`config.mk`:
```
export PLATFORM = sky130hd
export DESIGN_NAME = mem_port_arbiter
export DESIGN_NICKNAME = d
export VERILOG_FILES = /design/src/rtl/mem_port_arbiter.sv
export SDC_FILE = /design/constraint.sdc
export NUM_CORES = 1
export LEC_CHECK = 0
export CORE_ASPECT_RATIO = 0.8
export CORE_UTILIZATION = 41
export DETAILED_ROUTE_END_ITERATION = 8
export PLACE_DENSITY_LB_ADDON = 0.3
export SLEW_MARGIN = 25
export SYNTH_ARGS = -nofsm -noshare
export SYNTH_HDL_FRONTEND = slang
export SYNTH_SLANG_ARGS = --single-unit
```
`constraint.sdc`:
```
create_clock -name clk -period 2.7 [get_ports clk]
set_clock_uncertainty 0.05 [all_clocks]
set_input_delay 0.54 -clock clk [delete_from_list [all_inputs] [get_ports clk]]
set_output_delay 0.54 -clock clk [all_outputs]
set_load 0.05 [all_outputs]
```
`src/rtl/mem_port_arbiter.sv`:
```
// Two-port round-robin arbiter for the single memory port; grant->mem_req 1 cycle, min 3 cycles/transaction.
// Backpressure: requesters hold req until ack; memory stalls via mem_rdy, bounded by TIMEOUT (0 = wait forever).
module mem_port_arbiter #(
    parameter int unsigned TIMEOUT = 255,
    parameter logic        RR_INIT = 1'b1
) (
    input  logic        clk,
    input  logic        rst,
    input  logic        req0,
    input  logic [31:0] addr0,
    input  logic        req1,
    input  logic        we1,
    input  logic [31:0] addr1,
    input  logic [31:0] wdata1,
    input  logic        mem_rdy,
    input  logic [31:0] mem_rdata,
    output logic        mem_req,
    output logic        mem_we,
    output logic [31:0] mem_addr,
    output logic [31:0] mem_wdata,
    output logic        sel,
    output logic        ack0,
    output logic        ack1,
    output logic        err,
    output logic [31:0] rdata,
    output logic        busy
);

    typedef enum logic [1:0] {
        IDLE = 2'd0,
        BUSY = 2'd1,
        ACK  = 2'd2
    } state_t;

    localparam logic [15:0] TO_LAST = 16'(TIMEOUT - 1);

    state_t      state_q;
    logic        mem_req_q;
    logic        mem_we_q;
    logic [31:0] mem_addr_q;
    logic [31:0] mem_wdata_q;
    logic        sel_q;
    logic        ack0_q;
    logic        ack1_q;
    logic        err_q;
    logic [31:0] rdata_q;
    logic        busy_q;
    logic        last_grant_q;
    logic [15:0] cnt_q;
    logic        gnt_d;

    // On a tie the port that did not win last time gets the grant.
    always_comb begin
        gnt_d = req1;
        if (req0 && req1) begin
            gnt_d = ~last_grant_q;
        end
    end

    always_ff @(posedge clk) begin
        if (rst) begin
            state_q      <= IDLE;
            mem_req_q    <= 1'b0;
            mem_we_q     <= 1'b0;
            mem_addr_q   <= '0;
            mem_wdata_q  <= '0;
            sel_q        <= 1'b0;
            ack0_q       <= 1'b0;
            ack1_q       <= 1'b0;
            err_q        <= 1'b0;
            rdata_q      <= '0;
            busy_q       <= 1'b0;
            last_grant_q <= RR_INIT;
            cnt_q        <= '0;
        end else begin
            ack0_q <= 1'b0;
            ack1_q <= 1'b0;
            err_q  <= 1'b0;
            case (state_q)
                IDLE: begin
                    if (req0 || req1) begin
                        state_q      <= BUSY;
                        busy_q       <= 1'b1;
                        mem_req_q    <= 1'b1;
                        sel_q        <= gnt_d;
                        mem_addr_q   <= gnt_d ? addr1 : addr0;
                        mem_we_q     <= gnt_d & we1;
                        mem_wdata_q  <= gnt_d ? wdata1 : 32'd0;
                        last_grant_q <= gnt_d;
                        cnt_q        <= '0;
                    end
                end
                BUSY: begin
                    if (mem_rdy) begin
                        state_q   <= ACK;
                        mem_req_q <= 1'b0;
                        mem_we_q  <= 1'b0;
                        ack0_q    <= ~sel_q;
                        ack1_q    <= sel_q;
                        if (!mem_we_q) begin
                            rdata_q <= mem_rdata;
                        end
                    end else if ((TIMEOUT != 0) && (cnt_q == TO_LAST)) begin
                        state_q   <= ACK;
                        mem_req_q <= 1'b0;
                        mem_we_q  <= 1'b0;
                        ack0_q    <= ~sel_q;
                        ack1_q    <= sel_q;
                        err_q     <= 1'b1;
                        rdata_q   <= '0;
                    end else begin
                        cnt_q <= cnt_q + 16'd1;
                    end
                end
                ACK: begin
                    state_q <= IDLE;
                    busy_q  <= 1'b0;
                end
                default: begin
                    state_q <= IDLE;
                    busy_q  <= 1'b0;
                end
            endcase
        end
    end

    assign mem_req   = mem_req_q;
    assign mem_we    = mem_we_q;
    assign mem_addr  = mem_addr_q;
    assign mem_wdata = mem_wdata_q;
    assign sel       = sel_q;
    assign ack0      = ack0_q;
    assign ack1      = ack1_q;
    assign err       = err_q;
    assign rdata     = rdata_q;
    assign busy      = busy_q;

endmodule

```
==> metrics.txt <==
die footprint=between 10000 and 15000 sq um; post-route cell area=approximately 8100 sq um; Die Ht=around 100 um; DR WL/cell=roughly 17 um; Post-Syn Instances=roughly 550; most common cell after layout, fill and taps aside=clkdlybuf4s50_1; cell family with most CP delay=simple AND/OR/NAND/NOR gates; synth unique cells=34; drt via density=approximately 5.5; dpl cells=around 900; number of antenna violations at the first check in global routing=0; run status=finished clean; area of the multi-input gates=roughly 2300 sq um; Setup CP Type=reg -> reg; Synth warnings=0; period utilization=0.910; number of global-route vias before repair=5027; Die Width=125 um; VDD IR max=~0.42 mV; Syn-to-layout area delta=63.8%; highest-delay cell along the critical path=or4_1; Synth Net Count=just under 700; total negative slack=0 ns; largest net degree at the start of global routing=66; WP data arrival=about 2.7 ns; core box area=around 12000 sq um; Detail Route Antenna Nets=0; clock sink count=between 100 and 150; Worst Path Buf+Inv=2; flip-flop and latch area=2440 sq um; final hold violations=0; final slew viol count=0; Initial Utilization=0.424; # Post-CTS Setup Buffers=0; syn avg cell area=8.94 sq um; fmax=0.407 GHz; DR DRC count=0; Via Count=a little over 5000; DP Area=~7400 sq um; clk buf depth=2; Max-slew headroom=0.404; CP required=between 2 and 3 ns; Max stage delay on crit path=about 0.68 ns; min Tclk post-route=2.46 ns; clk_lat worst skew=around 0.4 ns; Util after Layout=0.695; Filler cells=836; most frequent cells in the layout=235 x clkdlybuf4s50_1, 122 x dfxtp_1, 78 x nor2_1, 64 x a22oi_1, 48 x a21oi_1; RSZ-0062 raised after global routing=no; max-cap violation count=0; final-stage net count=a little over 900; GRT Residual Overflow=0; Setup violations, final=0; Setup WS post-layout=approximately 0.24 ns; Routed Wire Length=approximately 16 mm; PwrDens=~720 nW/um^2; CTS H-Tree Depth=4; peak fanout along the critical path=9; Num CTS Buffers=17; type of origin of the critical path=flop; Syn Std Cell Area=just under 5000 sq um; GP Congestion=~0.88; Worst-Margin Slew=0.887 ns; num ports=~240; Pleak=between 0.002 and 0.003 uW; Cell Chain, Critical Path=or4_4, or4_1, a211oi_4, buf_4, inv_2, a31oi_1; 1st-pass router iterations=6; antenna cells=0; row count=35; cts repair resizes=0; Seq/Total Area, Yosys=0.496; share of layout cells above drive strength 1=0.0712; Tot GR Track Use=0.251; Detailed Route Iter0 Violations=331; crit end category=flop; CTS Hold Bufs=0; CTS Root Cell=clkbuf_16; Hold Path Class=reg -> reg; Port Buffers=approximately 240; TritonCTS clock tree=built; Synth Register Bits=~120; dpl hpwl=roughly 11 mm; DP Worst Slack=~0.28 ns; global-route wire length before repair=24.8 mm; Post-Layout Cell Count=just over 900; Worst-path clk slew=about 0.060 ns
[through the flow]
stage	total power, uW	hold WS (ns)
2_1_floorplan	2880	0.399
3_3_place_gp	3430	0.412
3_5_place_dp	3460	0.423
4_1_cts	5870	0.431
5_1_grt	6050	0.456
6_report	5840	0.430
[cell type report]
type | count | area share
repair buffers | 252 | 0.311
flip-flops and latches | 122 | 0.303
multi-input cells | 371 | 0.281
clock buffers | 18 | 0.0545
clock inverters | 14 | 0.0240
well taps | 148 | 0.0230
inverters | 9 | 0.00419
[power by group]
group	switching [uW]	internal [uW]
clock network	840	1570
logic	848	556
registers	87.3	1940
total	1780	4070
[path summary, 6_finish.rpt]
check | from | end | slack (ns) | cells after the start
worst max-delay path | cnt_q[9]$_SDFFE_PP0P_ | cnt_q[9]$_SDFFE_PP0P_ | 0.24 | 6
worst min-delay path | rdata[25]$_SDFFE_PP0P_ | rdata[25]$_SDFFE_PP0P_ | 0.43 | 2
worst max register to register | cnt_q[9]$_SDFFE_PP0P_ | cnt_q[9]$_SDFFE_PP0P_ | 0.24 | 6
worst min register to register | rdata[25]$_SDFFE_PP0P_ | rdata[25]$_SDFFE_PP0P_ | 0.43 | 2
[synth_stat cells (all sizes together)]
cell type | instances | area (sq um)
nor2b | 1 | 6.26
or3 | 6 | 37.5
nor3 | 7 | 35.0
or2 | 1 | 6.26
nand4 | 4 | 25.0
o31a | 1 | 8.76
a31oi | 3 | 18.8
a21oi | 49 | 245
a221oi | 1 | 8.76
dfxtp | 122 | 2440
nor4 | 2 | 12.5
nand3 | 44 | 220
buf | 10 | 53.8
clkbuf | 39 | 146
and2 | 2 | 12.5
or4 | 3 | 26.3
o31ai | 1 | 7.51
nand2b | 4 | 25.0
a211o | 1 | 8.76
xor2 | 2 | 17.5
a211oi | 34 | 268
o21ai | 19 | 95.1
nand2 | 8 | 30.0
inv | 9 | 33.8
a22oi | 64 | 480
mux2i | 33 | 330
ha | 2 | 25.0
nor2 | 79 | 297
[sequential cells by signal (all words and copies together), names as in the netlist, 2 cells and up]
name       count
state_q        2
mem_addr      32
rdata         32
cnt_q         16
mem_wdata     32
[routing by layer]
metal	GRT usage	up-vias	share of wire
met5	0	-	0
met4	0.134	0	0.029
met3	0.0794	35	0.088
met2	0.434	234	0.51
met1	0.279	2375	0.38
li1	-	2460	-
[worst reg2reg max path, cell delays in order (launching register included)]
cell and delay (ns):
dfxtp_1 0.39, or4_4 0.52, or4_1 0.69, a211oi_4 0.31, buf_4 0.23, inv_2 0.05, a31oi_1 0.15
[cells by family (layout without fill, tap and decap cells)]
group,count (synthesis),count (layout),synth area share
AO/OA/AOI/OAI,173,173,0.232
XOR/XNOR,2,2,0.00356
adder cells (fa/ha/maj),2,2,0.00508
buffers and inverters,58,293,0.0475
flip-flops,122,122,0.496
multiplexers,33,33,0.0671
AND/OR/NAND/NOR,161,161,0.149
No activity file was read; power rests on OpenSTA's default activity.
